[src/rtl/lighthouse_pulse_decoder.sv]
// lighthouse_pulse_decoder: per-photodiode front end for lighthouse tracking.
// Synchronises the raw sensor envelope, measures each light pulse in
// microseconds, classifies it as sync or sweep, decodes sync codes and
// time-stamps sweeps against the latest non-skip sync.
// Optional feature macro: LIGHTHOUSE_OOTX_EN (OOTX data-bit shift registers).
module lighthouse_pulse_decoder #(
  parameter int unsigned ID              = 1,
  parameter int unsigned CLK_PER_US      = 50,
  parameter int unsigned SWEEP_MAX_US    = 50,
  parameter int unsigned SYNC_GAP_US     = 500,
  parameter int unsigned SWEEP_WINDOW_US = 8333,
  parameter int unsigned TIMEOUT_US      = 50000
) (
  input  logic        clk,
  input  logic        reset,
  input  logic        sensor,
  output logic [31:0] sensor_value,
  output logic        data_available,
  output logic        sample_valid,
  output logic [31:0] ootx_a,
  output logic [31:0] ootx_b
);

  localparam int unsigned PRE_W       = (CLK_PER_US > 1) ? $clog2(CLK_PER_US) : 1;
  localparam int unsigned WIDTH_W     = 10;
  localparam int unsigned D_W         = 20;
  localparam int unsigned SYNC_MIN_US = 57;
  localparam int unsigned SYNC_MAX_US = 140;
  localparam logic [PRE_W-1:0]   PRE_LAST  = PRE_W'(CLK_PER_US - 1);
  localparam logic [WIDTH_W-1:0] WIDTH_SAT = '1;

  typedef enum logic [0:0] {
    WAIT_SYNC = 1'b0,
    SYNCED    = 1'b1
  } state_t;

  logic               r_sync1, r_sync2, r_sync3;
  logic [PRE_W-1:0]   r_presc;
  logic [31:0]        r_now;
  logic [31:0]        r_t_rise;
  logic               r_active;
  logic [WIDTH_W-1:0] r_width;
  logic [31:0]        r_t_last_sync;
  logic               r_have_sync;
  logic [31:0]        r_t_sync;
  logic               r_axis;
  logic               r_lh;
  logic               r_data;
  logic [31:0]        r_t_last_sample;
  state_t             r_state;

  logic               w_rise, w_fall, w_tick, w_pulse_end;
  logic [31:0]        w_width32;
  logic               w_is_sweep, w_is_sync;
  logic [2:0]         w_code;
  logic               w_skip, w_idx;
  logic [D_W-1:0]     w_d;
  logic               w_d_ok, w_window_expired, w_timed_out;
  state_t             w_state_nxt;
  logic               w_emit;

  assign w_rise      = r_sync2 & ~r_sync3;
  assign w_fall      = ~r_sync2 & r_sync3;
  assign w_tick      = (r_presc == PRE_LAST);
  assign w_pulse_end = w_fall & r_active;

  assign w_width32  = 32'(r_width);
  assign w_is_sweep = (w_width32 < SWEEP_MAX_US);
  assign w_is_sync  = (w_width32 >= SYNC_MIN_US) && (w_width32 <= SYNC_MAX_US);
  assign w_skip     = w_code[2];
  // First sync after reset has no predecessor, so it is always the first of a pair
  assign w_idx      = r_have_sync && ((r_t_rise - r_t_last_sync) < SYNC_GAP_US);

  assign w_d              = D_W'(r_t_rise - r_t_sync) + D_W'(r_width >> 1);
  assign w_d_ok           = (32'(w_d) <= SWEEP_WINDOW_US);
  assign w_window_expired = ((r_now - r_t_sync) > SWEEP_WINDOW_US);
  assign w_timed_out      = ((r_now - r_t_last_sample) >= TIMEOUT_US);

  // Sync code = number of width thresholds the pulse reaches
  always_comb begin
    w_code = 3'd0;
    if      (w_width32 >= 32'd130) w_code = 3'd7;
    else if (w_width32 >= 32'd120) w_code = 3'd6;
    else if (w_width32 >= 32'd109) w_code = 3'd5;
    else if (w_width32 >= 32'd99)  w_code = 3'd4;
    else if (w_width32 >= 32'd89)  w_code = 3'd3;
    else if (w_width32 >= 32'd78)  w_code = 3'd2;
    else if (w_width32 >= 32'd68)  w_code = 3'd1;
  end

  // Input synchroniser; reset to "light" so a pulse straddling reset yields no rise
  always_ff @(posedge clk or posedge reset) begin
    if (reset) begin
      r_sync1 <= 1'b1;
      r_sync2 <= 1'b1;
      r_sync3 <= 1'b1;
    end else begin
      r_sync1 <= sensor;
      r_sync2 <= r_sync1;
      r_sync3 <= r_sync2;
    end
  end

  // Microsecond prescaler and free-running timestamp
  always_ff @(posedge clk or posedge reset) begin
    if (reset) begin
      r_presc <= '0;
      r_now   <= '0;
    end else if (w_tick) begin
      r_presc <= '0;
      r_now   <= r_now + 32'd1;
    end else begin
      r_presc <= r_presc + PRE_W'(1);
    end
  end

  // Pulse width measurement; the rise cycle itself counts as a high cycle
  always_ff @(posedge clk or posedge reset) begin
    if (reset) begin
      r_t_rise <= '0;
      r_active <= 1'b0;
      r_width  <= '0;
    end else if (w_rise) begin
      r_t_rise <= r_now;
      r_active <= 1'b1;
      r_width  <= w_tick ? WIDTH_W'(1) : '0;
    end else if (w_pulse_end) begin
      r_active <= 1'b0;
    end else if (r_active && r_sync2 && w_tick && (r_width != WIDTH_SAT)) begin
      r_width <= r_width + WIDTH_W'(1);
    end
  end

  // Sync bookkeeping: every valid sync updates the pair reference, non-skip syncs the sweep reference
  always_ff @(posedge clk or posedge reset) begin
    if (reset) begin
      r_t_last_sync <= '0;
      r_have_sync   <= 1'b0;
      r_t_sync      <= '0;
      r_axis        <= 1'b0;
      r_lh          <= 1'b0;
      r_data        <= 1'b0;
    end else if (w_pulse_end && w_is_sync) begin
      r_t_last_sync <= r_t_rise;
      r_have_sync   <= 1'b1;
      if (!w_skip) begin
        r_t_sync <= r_t_rise;
        r_axis   <= w_code[0];
        r_data   <= w_code[1];
        r_lh     <= w_idx;
      end
    end
  end

  // FSM state register
  always_ff @(posedge clk or posedge reset) begin
    if (reset) r_state <= WAIT_SYNC;
    else       r_state <= w_state_nxt;
  end

  // FSM next state and sample-emit decision
  always_comb begin
    w_state_nxt = r_state;
    w_emit      = 1'b0;
    if (w_pulse_end) begin
      if (w_is_sweep) begin
        w_emit = (r_state == SYNCED) && w_d_ok;
      end else if (w_is_sync) begin
        if (!w_skip) w_state_nxt = SYNCED;
      end else begin
        w_state_nxt = WAIT_SYNC;
      end
    end else if ((r_state == SYNCED) && w_window_expired) begin
      w_state_nxt = WAIT_SYNC;
    end
  end

  // Sample output register and tracking flag; a new sample beats the timeout
  always_ff @(posedge clk or posedge reset) begin
    if (reset) begin
      sensor_value    <= '0;
      sample_valid    <= 1'b0;
      data_available  <= 1'b0;
      r_t_last_sample <= '0;
    end else begin
      sample_valid <= w_emit;
      if (w_emit) begin
        sensor_value    <= {8'(ID), 1'b0, r_data, r_lh, r_axis, w_d};
        data_available  <= 1'b1;
        r_t_last_sample <= r_now;
      end else if (w_timed_out) begin
        data_available <= 1'b0;
      end
    end
  end

`ifdef LIGHTHOUSE_OOTX_EN
  // OOTX data bits from every valid sync, split by lighthouse index
  always_ff @(posedge clk or posedge reset) begin
    if (reset) begin
      ootx_a <= '0;
      ootx_b <= '0;
    end else if (w_pulse_end && w_is_sync) begin
      if (w_idx) ootx_b <= {ootx_b[30:0], w_code[1]};
      else       ootx_a <= {ootx_a[30:0], w_code[1]};
    end
  end
`else
  assign ootx_a = '0;
  assign ootx_b = '0;
`endif

endmodule

[config.mk]
export PLATFORM = sky130hd
export DESIGN_NAME = lighthouse_pulse_decoder
export DESIGN_NICKNAME = d
export VERILOG_FILES = /design/src/rtl/lighthouse_pulse_decoder.sv
export SDC_FILE = /design/constraint.sdc
export NUM_CORES = 1
export LEC_CHECK = 0
export BUFFER_PORTS_ARGS = -buffer_cell sky130_fd_sc_hd__buf_4
export CORE_ASPECT_RATIO = 0.6
export CORE_MARGIN = 1.5
export CORE_UTILIZATION = 30
export DETAILED_ROUTE_END_ITERATION = 12
export GPL_TIMING_DRIVEN = 1
export PLACE_DENSITY_LB_ADDON = 0.15
export SYNTH_ARGS = -nofsm -noshare
export SYNTH_HDL_FRONTEND = slang
export SYNTH_SLANG_ARGS = --single-unit
[constraint.sdc]
create_clock -name clk -period 5.75 [get_ports clk]
set_input_delay 0.2875 -clock clk [delete_from_list [all_inputs] [get_ports clk]]
set_output_delay 0.2875 -clock clk [all_outputs]
set_load 0.05 [all_outputs]
After elaboration in Yosys (flattened, before gate mapping):

Index checks and enable logic that the tools add are counted.

* $add $sub $neg: 8
* magnitude comparators: 14
* equality and inequality tests: 5
* multiplexer cells: 23
* bitwise gates (word level): 6
* reductions and logical operators: 15

Operators by type and width (count)
* subtractor 32 bit: 3
* greater-or-equal comparator 10 x 7 -> 1 bit, second input constant: 6
* adder 32 x 1 -> 32 bit, second input constant: 1
* greater-or-equal comparator 32 x 16 -> 1 bit, second input constant: 1
* > comparator 32 x 14 -> 1 bit, second input constant: 1
* < comparator 32 x 9 -> 1 bit, second input constant: 1
* 2-to-1 mux 10 bit: 3
* adder 20 x 9 -> 20 bit: 1
* <= comparator 20 x 14 -> 1 bit, second input constant: 1
* subtractor 20 bit: 1
* 2-to-1 mux 1 bit: 13
* 2-to-1 mux 3 bit: 4
* adder 10 x 1 -> 10 bit, second input constant: 1
* greater-or-equal comparator 10 x 6 -> 1 bit, second input constant: 1
* greater-or-equal comparator 10 x 8 -> 1 bit, second input constant: 1
* <= comparator 10 x 8 -> 1 bit, second input constant: 1
* < comparator 10 x 6 -> 1 bit, second input constant: 1
* != test 10 bit, second input constant: 1
* logical AND 1 bit: 8
* nonzero test 2 bit: 4
* adder 6 x 1 -> 6 bit, second input constant: 1
* equality test 6 bit, second input constant: 1
* 2-to-1 mux 6 bit: 1
* 2-to-1 mux 2 bit: 2
* 6 further kinds: 12

* bits in registers: 211
* input port bits: 3
* output and inout port bits: 98
* word-level logic and storage cells: 90

Depth between registers and ports, before layout:

* depth after elaboration: 12
* depth in mapped cells: 16
* depth with buffers taken out: 14

Least setup slack after synthesis:

No wires, ideal clock.

* path kind: register to register
* start point: reg r_width[2]
* end point: reg r_t_last_sample[0]
* setup time: 125 ps
* arrival time: 4290 ps
* slack: 1335 ps
* stages on the path, launching flop included: 17
* period minus slack after synthesis: 4415 ps
* cell sequence: dfrtp_1 clkbuf_1 inv_1 fa_1 inv_1 fa_1 a211o_1 a2111oi_2 o21a_2 o211ai_2 a21oi_2 mux2i_1 o221a_2 or4_4 buf_6 buf_6 mux2_4

* word-level cells in the longest chain between the ends: 5
* elaborated cells between the ends (all ways): 6
* those cells by class: add/sub (1); order compare (2); mux (2); reduce/logical (1)

RTL lines
* start, declared: line 42 `logic [WIDTH_W-1:0] r_width;`
* start signal, assigned: line 126 `r_width <= w_tick ? WIDTH_W'(1) : '0;`
* start signal, assigned: line 130 `r_width <= r_width + WIDTH_W'(1);`
* adder 20 x 9 -> 20 bit: line 74 `assign w_d = D_W'(r_t_rise - r_t_sync) + D_W'(r_width >> 1);`
* <= comparator 20 x 14 -> 1 bit: line 75 `assign w_d_ok = (32'(w_d) <= SWEEP_WINDOW_US);`
* logical AND 1 bit: line 167 `w_emit = (r_state == SYNCED) && w_d_ok;`
* 2-to-1 mux 1 bit (*): line 166 `if (w_is_sweep) begin`
* 2-to-1 mux 1 bit (*): line 165 `if (w_pulse_end) begin`
* end signal, assigned: line 190 `r_t_last_sample <= r_now;`
* end, declared: line 49 `logic [31:0] r_t_last_sample;`

Every way passes the cells marked *; elsewhere a longest branch is shown, timed or not.
A chain may end at the register's enable or synchronous reset.

Final worst setup path:

* start point: reg r_width[2]
* end point: reg r_t_last_sample[31]

Same word-level chain as after synthesis.

==> impl_metrics.env <==
export IMPL_yosys_cell_types_count=78
export IMPL_end_kind="register"
export IMPL_nFillCells=5728
export IMPL_hold_start="r_sync1$_DFF_PP1_"
export IMPL_crit_type="register to register"
export IMPL_antenna_cells=0
export IMPL_place_congestion=0.8632
export IMPL_yosysWarningCount=0
export IMPL_hold_end="r_sync2$_DFF_PP1_"
export IMPL_r2r_cells=13
export IMPL_io_buffers=28
export IMPL_synth_edf_count=0
export IMPL_cts_resized=0
export IMPL_r2r_start="r_width[2]$_DFFE_PP0P_"
export IMPL_clk_pin_slew_worst_paths_ps=70
export IMPL_slew_violations=0
export IMPL_synth_ff_type="dfrtp_1"
export IMPL_post_route_min_period_ps=5060
export IMPL_root_buffer="clkbuf_16"
export IMPL_drt_met1_wl_um=27860
export IMPL_yosys_area_top_type="dfrtp_1"
export IMPL_rsz0062_at_grt="false"
export IMPL_wl_met3_um=3372
export IMPL_place_area_um2=17310
export IMPL_vias=13740
export IMPL_multi_input_area_um2=10200
export IMPL_cts_sinks=211
export IMPL_setup_viol=0
export IMPL_synth_area_leaders="dfrtp_1, ha_1, mux2_2"
export IMPL_post_route_period_util_pct=88.00
export IMPL_clock_fmax_mhz=197.6
export IMPL_worst_ep_arrival_time_ps=5480
export IMPL_first_pass_iters=5
export IMPL_cts_inserted_buffers=24
export IMPL_slew_headroom_pct=34.23
export IMPL_vdd_drop_max_uv=184.5
export IMPL_ant_nets=0
export IMPL_fin_area_um2=18150
export IMPL_synth_area_per_cell_um2=8.757
export IMPL_fin_tns_setup_ps=0
export IMPL_status="finished, final reports clean"
export IMPL_hold_viol=0
export IMPL_seq_area_um2=5284
export IMPL_seq_area_frac_synth_pct=31.71
export IMPL_via_per_inst=5.239
export IMPL_dieHeight_um=185.6
export IMPL_rr_endpoint="r_t_last_sample[31]$_DFFE_PP0P_"
export IMPL_highest_layer="met4"
export IMPL_cts_setup_buffers=0
export IMPL_dieArea_um2=57020
export IMPL_grt_pass1_vias=12530
export IMPL_total_leakage_power_nw=8.661
export IMPL_startpoint_type="register"
export IMPL_worstPathRequired_ps=6170
export IMPL_clock_latency_ps=540
export IMPL_async_flop_share_pct=100.0
export IMPL_syn_inst=1903
export IMPL_ys_seq_elements=211
export IMPL_hold_path_depth=0
export IMPL_drive_above_1_share_pct=11.00
export IMPL_drv_cap=0
export IMPL_grt_pass1_wl_um=75420
export IMPL_cp_max_fo=57
export IMPL_holdBufCountCts=2
export IMPL_htreeDepth=1
export IMPL_antenna_found_initial=0
export IMPL_num_nets_final=2036
export IMPL_ctsLongestPathBuffers=3
export IMPL_pin_count=101
export IMPL_wirelength_um=48160
export IMPL_netlist_top_cells_count="dfrtp_1, inv_1, nand2_1"
export IMPL_rrSetupSlack_ps=690
export IMPL_yosysMostFrequentCell="dfrtp_1"
export IMPL_wl_per_cell_um=18.36
export IMPL_p_per_area_nw_per_um2=180.2
export IMPL_initial_core_util_pct=30.58
export IMPL_tightest_slew_ps=986.6
export IMPL_route_detailed_drc=0
export IMPL_dp_hpwl_um=37220
export IMPL_cts_tree="done"
export IMPL_drt_iter0_drc=1027
export IMPL_yosys_area_top_type_share_pct=31.23
export IMPL_hold_class="register to register"
export IMPL_rows=66
export IMPL_overflow=0
export IMPL_grt_total_usage_pct=16.84
export IMPL_die_w_um=307.3
export IMPL_fin_skew_ps=24.30
export IMPL_grt_max_degree=130
export IMPL_syn_area_um2=16660
export IMPL_syn_to_final_growth_pct=8.890
export IMPL_core_um2=54500
export IMPL_wl_met2_um=16330
## state kept, by name (all words and copies together) (netlist names)
signal	cells
data_available	1
r_active	1
r_axis	1
r_data	1
r_have_sync	1
r_lh	1
r_now	32
r_presc	6
r_state	1
r_sync1	1
r_sync2	1
r_sync3	1
r_t_last_sample	32
r_t_last_sync	32
r_t_rise	32
r_t_sync	32
r_width	10
sample_valid	1
sensor_value	24
## worst max-delay path: stages (launching register included)
cell and delay, ps:
dfrtp_1 470, inv_1 170, fa_1 540, inv_1 80, fa_1 480, a211o_1 380
a2111oi_2 340, o21a_2 250, o21ai_0 110, xor2_1 170, nor4_1 530, nor2_1 80
or4_4 820, mux2_4 440
## through the flow
| step | worst slack (ps) | hold WS [ps] | power, mW | cells | util, % |
|---|---|---|---|---|---|
| global placement | 845.8 | 346.8 | 1.672 | 2579 | 31.77 |
| detailed placement | 761.5 | 347.8 | 1.672 | 2579 | 31.77 |
| CTS | 742.1 | 356.7 | 3.333 | 2623 | 33.29 |
| floorplan | 1335 | 292.0 | 1.690 | 1974 | - |
| finish | 690.2 | 355.4 | 3.269 | 2623 | 33.29 |
| global route | 430.9 | 363.0 | 3.402 | 2623 | 33.29 |
## kinds of logic (layout without fill, tap and decap cells)
| group | count (synthesis) | after routing | synth area share [%] |
|---|---|---|---|
| adder cells (fa/ha/maj) | 141 | 141 | 11.07 |
| multiplexers | 114 | 114 | 7.996 |
| other | 1 | 72 | 0.02250 |
| buffers and inverters | 313 | 248 | 8.822 |
| AO/OA/AOI/OAI | 501 | 501 | 19.56 |
| flip-flops | 211 | 211 | 31.71 |
| XOR/XNOR | 88 | 88 | 4.625 |
| AND/OR/NAND/NOR | 534 | 534 | 16.20 |
## power breakdown
group / internal, mW / total [mW] / switching [mW]
registers: 1.49 / 1.49 / 0.00178
clock network: 0.950 / 1.63 / 0.677
logic: 0.00920 / 0.154 / 0.145
## placed cells by master (no fill, tap or decap), types with 16 or more instances in the layout
cell type / instances
and2_1: 17
xor2_1: 35
clkbuf_16: 25
and3_1: 27
inv_1: 161
nor2_1: 93
o31ai_1: 16
ha_1: 129
o211ai_1: 29
o21ai_0: 118
a21o_1: 33
a21oi_1: 124
a2111oi_0: 17
buf_4: 41
xnor2_1: 53
conb_1: 72
o21a_1: 19
mux2_4: 18
nand2b_1: 26
nor3_1: 38
nand3_1: 49
a31oi_1: 17
nand2_1: 155
dfrtp_1: 208
a211oi_1: 23
nand4_1: 35
nor2b_1: 17
mux2_2: 81
## routing by layer
| layer | track usage, % | vias up |
|---|---|---|
| met4 | 2.365 | 0 |
| met1 | 29.24 | 6646 |
| met2 | 19.99 | 365 |
| met5 | 0 | - |
| li1 | - | 6699 |
| met3 | 3.450 | 33 |
## worst max path at each step
stage / slack (ps) / cells past startpoint / endpoint / start
floorplan: 1330 / 16 / r_t_last_sample[0]$_DFFE_PP0P_ / r_width[2]$_DFFE_PP0P_
finish: 690 / 13 / r_t_last_sample[31]$_DFFE_PP0P_ / r_width[2]$_DFFE_PP0P_
CTS: 740 / 13 / r_t_last_sample[19]$_DFFE_PP0P_ / r_width[2]$_DFFE_PP0P_
global route: 430 / 13 / r_t_last_sample[19]$_DFFE_PP0P_ / r_width[2]$_DFFE_PP0P_
detailed placement: 760 / 13 / r_t_last_sample[19]$_DFFE_PP0P_ / r_width[2]$_DFFE_PP0P_
global placement: 850 / 13 / r_t_last_sample[31]$_DFFE_PP0P_ / r_width[2]$_DFFE_PP0P_
## area by class of cell
cell class | count | area share [%]
Timing Repair Buffer | 44 | 1.917
Clock inverter | 8 | 0.5654
Clock buffer | 34 | 3.910
Tap cell | 714 | 4.923
Inverter | 162 | 3.372
Sequential cell | 211 | 29.12
Multi-Input combinational cell | 1450 | 56.20
(Power assumes the default switching activity.)
